===== config.mk =====
export PLATFORM = sky130hd
export DESIGN_NAME = serial_adder_ctrl
export DESIGN_NICKNAME = d
export VERILOG_FILES = /design/src/rtl/serial_adder_pkg.sv /design/src/rtl/fa_bit.sv /design/src/rtl/serial_adder_ctrl.sv
export SDC_FILE = /design/constraint.sdc
export NUM_CORES = 1
export LEC_CHECK = 0
export ABC_CLOCK_PERIOD_IN_PS = 2200
export BUFFER_PORTS_ARGS = -buffer_cell sky130_fd_sc_hd__buf_2
export CORE_MARGIN = 1.5
export CORE_UTILIZATION = 55
export DETAILED_ROUTE_END_ITERATION = 6
export PLACE_DENSITY_LB_ADDON = 0.08
export SETUP_SLACK_MARGIN = 0.4
export SLEW_MARGIN = 20
export SYNTH_ARGS = -nofsm -noshare
export SYNTH_HDL_FRONTEND = slang
export SYNTH_SLANG_ARGS = --single-unit

===== constraint.sdc =====
create_clock -name clk -period 2.2 [get_ports clk]
set_input_delay 0.11 -clock clk [delete_from_list [all_inputs] [get_ports clk]]
set_output_delay 0.11 -clock clk [all_outputs]
set_load 0.1 [all_outputs]

===== src/rtl/serial_adder_pkg.sv =====
// Shared types and constants for the bit-serial adder controller.
// Define SERIAL_ADDER_OVF_EN at build time to add the signed overflow flag.
package serial_adder_pkg;

    localparam int DEF_WIDTH = 8;

    typedef enum logic [1:0] {
        IDLE,
        RUN,
        DONE
    } state_t;

endpackage


===== src/rtl/fa_bit.sv =====
// One-bit full adder: the only arithmetic cell in the serial datapath.
module fa_bit (
    input  logic a,
    input  logic b,
    input  logic ci,
    output logic s,
    output logic co
);

    assign s  = a ^ b ^ ci;
    assign co = (a & b) | (ci & (a ^ b));

endmodule


===== src/rtl/serial_adder_ctrl.sv =====
// Bit-serial adder, LSB first, one bit per clock through a single fa_bit.
// Optional signed overflow output enabled by defining SERIAL_ADDER_OVF_EN.
module serial_adder_ctrl
    import serial_adder_pkg::*;
#(
    parameter int WIDTH = DEF_WIDTH
) (
    input  logic             clk,
    input  logic             rst,
    input  logic             start,
    input  logic [WIDTH-1:0] in_a,
    input  logic [WIDTH-1:0] in_b,
    input  logic             cin,
    output logic             busy,
    output logic             done,
    output logic [WIDTH-1:0] sum,
    output logic             cout
`ifdef SERIAL_ADDER_OVF_EN
    ,
    output logic             ovf
`endif
);

    localparam int CW = $clog2(WIDTH);

    state_t           state;
    state_t           nstate;
    logic [CW-1:0]    cnt;
    logic             carry;
    logic [WIDTH-1:0] op_a;
    logic [WIDTH-1:0] op_b;
    logic             fa_s;
    logic             fa_co;
    logic             last;

    fa_bit u_fa (
        .a  (op_a[0]),
        .b  (op_b[0]),
        .ci (carry),
        .s  (fa_s),
        .co (fa_co)
    );

    assign last = (cnt == CW'(WIDTH - 1));
    assign busy = (state != IDLE);
    assign done = (state == DONE);

    always_ff @(posedge clk) begin
        if (rst) begin
            state <= IDLE;
        end else begin
            state <= nstate;
        end
    end

    always_comb begin
        nstate = state;
        unique case (state)
            IDLE:    if (start) nstate = RUN;
            RUN:     if (last) nstate = DONE;
            DONE:    nstate = IDLE;
            default: nstate = IDLE;
        endcase
    end

    always_ff @(posedge clk) begin
        if (rst) begin
            cnt   <= '0;
            carry <= 1'b0;
            op_a  <= '0;
            op_b  <= '0;
            sum   <= '0;
            cout  <= 1'b0;
`ifdef SERIAL_ADDER_OVF_EN
            ovf   <= 1'b0;
`endif
        end else if (state == IDLE && start) begin
            op_a  <= in_a;
            op_b  <= in_b;
            carry <= cin;
            cnt   <= '0;
        end else if (state == RUN) begin
            // Result enters at the MSB so bit 0 lands in place after WIDTH shifts.
            sum   <= {fa_s, sum[WIDTH-1:1]};
            op_a  <= op_a >> 1;
            op_b  <= op_b >> 1;
            carry <= fa_co;
            cnt   <= cnt + 1'b1;
            if (last) begin
                cout <= fa_co;
`ifdef SERIAL_ADDER_OVF_EN
                ovf  <= carry ^ fa_co;
`endif
            end
        end
    end

endmodule


# ---- Word level (Yosys, flattened, before mapping)
# Cells that the tools add are included.
dict set report word_totals {
  regBits 31
  in_bits 20
}
dict set report op_classes {
  addsub 1
  n_eq_ne 5
  mux 9
  bitwise_logic 6
  n_reduce_logical 8
}
# operator count
set ops {}
lappend ops {{$mux 8} 4}
lappend ops {{$mux 2} 2}
lappend ops {{$ne 2x2->1 const B} 2}
lappend ops {{$pmux 2 s2} 1}
lappend ops {{$reduce_and 2->1} 2}
lappend ops {{$reduce_bool 2->1} 2}
lappend ops {{$add 3x1->3 const B} 1}
lappend ops {{$eq 3x3->1 const B} 1}
lappend ops {{$reduce_and 3->1} 1}
lappend ops {{$and 1x1->1} 2}
lappend ops {{$eq 2x1->1 const B} 1}
lappend ops {{$eq 2x2->1 const B} 1}
lappend ops {{$logic_not 2->1} 1}
lappend ops {{$mux 1} 2}
lappend ops {{$reduce_or 2->1} 1}
lappend ops {{$xor 1x1->1} 2}
lappend ops {{$logic_and 1x1->1} 1}
lappend ops {{$not 1->1} 1}
lappend ops {{$or 1x1->1} 1}

# ---- Longest topological paths before layout
# Gate-level depths: netlist of run 1.
dict set report depth {
  depth_word 5
  mapped_depth 6
}

# ---- Modules after synthesis
# From an unflattened synthesis of run 1, not the netlist that was laid out.
dict set report unflattened {
  cells_unflattened 162
  hier_area_um2 1392.6
}
# module instances cells_each area_each_um2
set modules_own_cells {}
lappend modules_own_cells {serial_adder_ctrl 1 161 1372.6}
lappend modules_own_cells {fa_bit 1 1 20.0}

# ---- Worst setup path before layout of run 1
# Ideal clock, no wire load.
dict set report synth_timing {
  kind {register -> register}
  start {register, netlist name sum[1]}
  end {register sum[1]}
  setup_time_ns 0.072
  arrival_time_ns 1.188
  t_required_ns 2.128
  setup_slack_ns 0.940
  stages_incl_launch_ff 3
  path_buffers 0
  synth_period_minus_slack_ns 1.260
  cell_sequence {dfxtp_1 nand2_1 a21oi_1}
}
# item line
set synth_rtl {}
lappend synth_rtl {{to (signal assigned)} serial_adder_ctrl.sv:84} ;# sum <= {fa_s, sum[WIDTH-1:1]};
lappend synth_rtl {{to (decl)} serial_adder_ctrl.sv:16} ;# output logic [WIDTH-1:0] sum,

# ---- Worst setup path in the final report of run 1
dict set report layout_timing {
  start {register state[1]}
  end {output port done}
}
dict set report layout_between {
  elab_chain_cells 1
}
# item line
set layout_rtl {}
lappend layout_rtl {{from (decl)} serial_adder_ctrl.sv:26} ;# state_t state;
lappend layout_rtl {{from (signal assigned)} serial_adder_ctrl.sv:52} ;# state <= nstate;
lappend layout_rtl {{$eq 2x2->1} serial_adder_ctrl.sv:46} ;# assign done = (state == DONE);
lappend layout_rtl {{to (decl)} serial_adder_ctrl.sv:15} ;# output logic done,
# No other way between the ends.

==> run metrics, run 1 <==
Core Area=2430 sq um; largest net degree at the start of global routing=32; Synth top area share=44.6%; Initial Util=57.3%; HPWL Detailed=1750 microns; total area of sequential cells=621 sq um; clk sinks=31; post-synthesis adder-cell area fraction=3.23%; hold depth=3; GR Util All Layers=20.3%; leading cell types by count after synthesis=dfxtp_1, nand2_1, a21oi_1, nor2_1, a211oi_1; Final period util=73.3%; Hold Worst Slack=17.4 ps; pre-CTS WS=548 ps; initial antenna violation count=0; outcome=completed; area fraction in compound gates after synthesis=20.0%; CTS Buf Count=5; CP peak stage delay=570 ps; Routed WL=2540 microns; final hold vios=0; simple-gate share of the synthesized area=23.3%; Synth area leaders=dfxtp_1, a21oi_1, nand2_1; Nets=211; Buffers & Inverters on Critical Path=1; Die X=53.3 microns; crit path capture type=output port; # diodes=0; Pre-Repair DR Iteration Count=4; Clock transition at path regs=100 ps; via count=1157; Post-synth ARST share=0%; die span in y=53.3 microns; largest area contributor in the netlist=dfxtp_1; Final Cell Area=1570 sq um; # rows=18; endpoints failing setup=0; Final Wtd Congestion=0.725; Multi-input gate area=679 sq um; Boundary Pins=31; CTS H-tree lvls=2; vias per cell=5.28; IO buf count=30; largest family of logic cells by synthesized area=simple AND/OR/NAND/NOR gates; min Tclk post-route=1610 ps; synthesized instance count=162; flops & latches, synth=31; CP Cell Sequence=and2b_2, buf_2; Hold Crit Start=in_a[7]; Reg2Reg Depth=3; Worst Setup Slack, final=588 ps; hold crit path type=in -> reg; Post-CTS Setup Inserts=0; ys flop type=dfxtp_1; maxcap violations=0; Critical Path Fanout Max=12; Final Skew=8.50 ps; worst vdd ir=0.572 mV; Routed wire per std cell=11.6 microns; PD cells=716 nW/um^2; Netlist cell types=30; Area Growth Syn to Fin=12.6%; Clk Latency, worst-skew pair=330 ps; gr ovfl total=0; mux cell area share after synthesis=1.44%; global-route wire length before repair=4150 microns; RSZ-0062 raised after global routing=no; number of global-route vias before repair=971; syn nets=185; Syn. warnings=0; Worst Hold End=op_a[7]; Worst-Margin Slew=661 ps; fmax=0.620 GHz; placed inst area=1510 sq um; initial drt markers=27; Avg Cell Area, Syn=8.60 sq um; CTS tree=done; Seq/Total Area, Yosys=44.6%; CP arrival=1500 ps; XOR/XNOR Fraction of Synth Area=0.629%; CP required=2090 ps; clock buffer depth=2; # DRC=0; root buffer cell=clkbuf_4; ANT nets after route=0; reg-to-reg startpoint=state[0]; worst reg2reg setup slack=660 ps; Slowest-stage cell, CP=dfxtp_1; Leakage Power=0.642 nW; Final TNS setup=0 ps; Critical Path Start Type=flop; synthesized area=1390 sq um; Fillers=245; Die ar.=2840 sq um; critical path type=reg -> out; Slew Limit Headroom=55.9%; Max Transition Viols Final=0; share of layout cells above drive strength 1=29.1%; cell family with most CP delay=flip-flops; RR Endpoint=op_b[6]; Post-synth EDFFs=0
==> cells in the final DEF (no fill, tap or decap) <==
master,count
nand3_1,3
nand3b_1,1
nor3_1,5
a21oi_1,27
nor3b_4,1
and2b_2,1
o221a_2,1
ha_1,2
a211oi_2,5
or2b_1,2
or3b_2,2
fa_1,1
o21ba_2,1
nor2b_2,1
clkinvlp_4,1
o21a_1,1
nor2_2,1
nand2_1,31
a211oi_1,7
clkinv_2,1
buf_2,30
xnor2_1,1
buf_4,3
or3b_1,1
nor2_1,17
dfxtp_1,31
inv_1,1
or2_2,1
mux2i_1,2
nand2b_2,1
clkbuf_1,1
clkbuf_4,5
==> report_power, final <==
group / total, W / switching [W] / internal, W
Combinational: 0.000189 / 0.000116 / 0.0000725
Sequential: 0.000617 / 0.0000225 / 0.000595
Clock: 0.000316 / 0.000193 / 0.000123
Total: 0.00112 / 0.000332 / 0.000790
==> area by class of cell <==
cell class | instances | area share [%]
clock inverters | 2 | 0.798
repair buffers | 33 | 11.0
multi-input cells | 116 | 43.3
well taps | 30 | 2.39
flip-flops and latches | 31 | 39.6
clock buffers | 6 | 2.63
inverters | 1 | 0.239
==> state kept, by name, summed over array words and instances, names as in the netlist <==
name   cells
op_b       8
cnt        3
op_a       8
sum        8
carry      1
cout       1
state      2
==> metrics by stage <==
stage	std cells	power (W)	utilization, %
after floorplan	162	0.000784	-
after CTS	219	0.00113	64.4
after global routing	219	0.00118	64.5
final	219	0.00112	64.5
after detailed placement	211	0.000820	62.1
after global placement	211	0.000816	62.1
==> worst reg2reg max path, stage by stage, from the launching register on <==
cell	delay, ps
dfxtp_1	440
nor3b_4	630
a21oi_1	80
a211oi_1	300
==> kinds of logic (layout without fill, tap and decap cells) <==
| kind of cell | count (synthesis) | after routing |
|---|---|---|
| compound gates | 42 | 42 |
| xor+xnor | 1 | 1 |
| fa+ha+maj | 3 | 3 |
| buf+inv | 15 | 42 |
| flops | 31 | 31 |
| mux | 2 | 2 |
| simple gates | 68 | 68 |
==> worst max-delay path by stage <==
stage / startpoint / slack (ps) / to / depth (start not counted)
2_1_floorplan: sum[1] / 940 / sum[1] / 2
3_3_place_gp: state[1] / 610 / sum[3] / 4
3_5_place_dp: state[1] / 550 / sum[4] / 4
4_1_cts: state[1] / 510 / op_b[6] / 3
5_1_grt: state[0] / 440 / op_b[5] / 3
6_report: state[1] / 590 / done / 2
==> metal layers <==
| metal | vias up | wire length [microns] | track usage, % |
|---|---|---|---|
| li1 | 599 | - | - |
| met1 | 529 | 1230 | 25.6 |
| met2 | 25 | 1150 | 31.7 |
| met3 | 4 | 121 | 7.63 |
| met4 | 0 | 25 | 6.41 |
| met5 | - | 0 | 0 |
==> what timing repair did <==
| action | in CTS | in global routing |
|---|---|---|
| endpoints found under the setup margin | 0 | 9 |
| gates resized for setup | 0 | 1 |
| hold buffers | 0 | 0 |
(Power assumes the default switching activity.)
==> run 2, diff against run 1 <==
- ABC_CLOCK_PERIOD_IN_PS: 2200 -> 1600
- CORE_UTILIZATION: 55 -> 52
- clock period: 2.2 -> 1.6 ns (I/O delays scaled with it)
==> run 2 against run 1 <==
Against the previous run:
- clock-buffer cell count increased by 1
- largest cell class unchanged
- register-to-register slack got worse by 380 ps
- clock power is 70% higher
- die area is 5.4% higher
- sequential cell count did not move
- cell count grew 5.5%
- first-iteration DRC count is 41% lower
- critical endpoint is now op_b[3]
- highest routed layer unchanged
- wire length rose by 33%
- total power grew 57%
- setup slack worse by 300 ps
==> run metrics, run 2 (same netlist as run 1, synthesis figures left out) <==
Logic pwr share=20.8% (+4.0 points); clock buffer depth=2 (unchanged); CTS tree=done; Pre-Repair DR Iteration Count=4 (unchanged); # DRC=0 (unchanged); Routed wire per std cell=14.6 microns (+26%); share of layout cells above drive strength 1=53.2% (+24 points); CTS H-tree lvls=2 (unchanged); vias per cell=5.45 (+3.1%); gr ovfl total=0 (unchanged); Critical Path Start Type=flop; worst vdd ir=0.826 mV (+45%); outcome=completed; CP peak stage delay=520 ps (-50 ps); ANT nets after route=0 (unchanged); Critical Path Fanout Max=8 (-4); initial antenna violation count=0 (unchanged); Fillers=172 (-30%); # rows=18 (unchanged); Final period util=82.3%; Nets=223 (+5.7%); endpoints failing setup=0 (unchanged); Flop pwr share=48.6% (-6.4 points); root buffer cell=clkbuf_4; HPWL Detailed=1870 microns (+7.3%); Final TNS setup=0 ps (unchanged); Max Transition Viols Final=0 (unchanged); Area Growth Syn to Fin=39.3%; Slowest-stage cell, CP=or3b_4; number of global-route vias before repair=1057 (+8.9%); initial drt markers=16 (-41%); min Tclk post-route=1320 ps; via count=1258 (+8.7%); CTS Buf Count=5 (unchanged); Core Area=2500 sq um (+2.8%); pre-CTS WS=162 ps (-386 ps); Initial Util=55.7% (-1.5 points); IO buf count=30 (unchanged); switching pwr=0.000528 W (+59%); Final Wtd Congestion=0.696 (-4.1%); Die ar.=3000 sq um (+5.4%); most common cell after layout, fill and taps aside=nand2_1; crit path capture type=flop; Boundary Pins=31 (unchanged); Routed WL=3360 microns (+33%); maxcap violations=0 (unchanged); PD cells=908 nW/um^2 (+27%); Clock transition at path regs=110 ps (about the same); die span in y=54.8 microns (+2.7%); Final Skew=8.90 ps (+0.391 ps); Slew Limit Headroom=62.9% (+7.0 points); CP Cell Sequence=buf_6, or3b_4, nor2_4, a211oi_2; fmax=0.759 GHz; Internal=0.00123 W (+56%); Die X=54.8 microns (+2.7%); clk sinks=31 (unchanged); # diodes=0 (unchanged); Worst-Margin Slew=556 ps (-105 ps); RSZ-0062 raised after global routing=yes; Leakage Power=0.735 nW (+14%); Top Registers=op_a (8), op_b (8), sum (8); GR Util All Layers=23.5% (+3.2 points); most frequent cells in the layout=nand2_1, a21oi_1, dfxtp_1, buf_2, clkbuf_4; sw frac=30.0% (+0.40 points); critical path type=reg -> reg; CP arrival=1520 ps (+20 ps); hold crit path type=in -> reg; global-route wire length before repair=4900 microns (+18%); Clk Latency, worst-skew pair=330 ps (about the same); CP required=1800 ps (-290 ps); final hold vios=0 (unchanged); largest net degree at the start of global routing=25 (-22%); clock share of power=30.6% (+2.4 points); Worst Setup Slack, final=283 ps (-305 ps)
==> run 2: cell types whose count changed in the layout (fill, tap and decap cells not counted), sizes merged <==
cell / delta
clkinv: -1
dlygate4sd3: +2
or3b: +1
clkbuf: +10
==> run 2: path summary, 6_finish.rpt <==
| check | from | to | slack, ps | cells after the start |
|---|---|---|---|---|
| max | state[1] | op_b[3] | 280 | 4 |
| max reg2reg | state[1] | op_b[3] | 280 | 4 |
| min reg2reg | sum[0] | sum[0] | 460 | 2 |
| min | in_b[3] | op_b[3] | 20 | 3 |
==> run 2: timing repair <==
action                                  in CTS  in global routing
pin swaps                                    8                 11
endpoints found under the hold margin        2                  0
endpoints found under the setup margin      31                 34
gates cloned                                 2                  0
setup buffers                                3                  1
resized for setup                           30                 38
hold buffers                                 2                  0
==> run 2: worst max-delay path: cells and delay by family (launching register included) <==
| kind | cells | cell delay [ps] |
|---|---|---|
| AO/OA/AOI/OAI | 1 | 40 |
| buffers and inverters | 1 | 130 |
| flip-flops | 1 | 360 |
| AND/OR/NAND/NOR | 2 | 660 |
==> run 2: area by class of cell <==
cell class,count,area (sq um),area share (%)
well taps,30,37.5,1.94
multi-input cells,117,838,43.2
flip-flops and latches,31,641,33.0
inverters,1,3.75,0.194
repair buffers,44,347,17.9
clock buffers,7,65.1,3.35
clock inverters,1,7.51,0.387
==> run 2: power groups by stage <==
stage | registers, W | clock network [W] | logic [W]
6_report | 0.000856 | 0.000538 | 0.000365
5_1_grt | 0.000861 | 0.000586 | 0.000391
4_1_cts | 0.000852 | 0.000545 | 0.000321
3_5_place_dp | 0.000869 | 0 | 0.000274
3_3_place_gp | 0.000865 | 0 | 0.000271
2_1_floorplan | 0.000883 | 0 | 0.000199
==> run 2: per-layer routing <==
| layer | global-route usage (%) | share of wire, % | vias up |
|---|---|---|---|
| met5 | 0 | 0 | - |
| met4 | 10.0 | 1.4 | 0 |
| met3 | 7.38 | 4.1 | 4 |
| li1 | - | - | 631 |
| met2 | 38.5 | 51 | 31 |
| met1 | 28.0 | 44 | 592 |
==> run 2: stage by stage <==
step                instances  area (sq um)  util, %  total power (W)  hold slack, ps
CTS                       230          1800     71.8          0.00172            12.5
global placement          215          1570     62.7          0.00114             324
detailed placement        215          1570     62.7          0.00114             333
global route              231          1940     77.6          0.00184            10.5
finish                    231          1940     77.6          0.00176            15.7
floorplan                 162          1420        -          0.00108             216
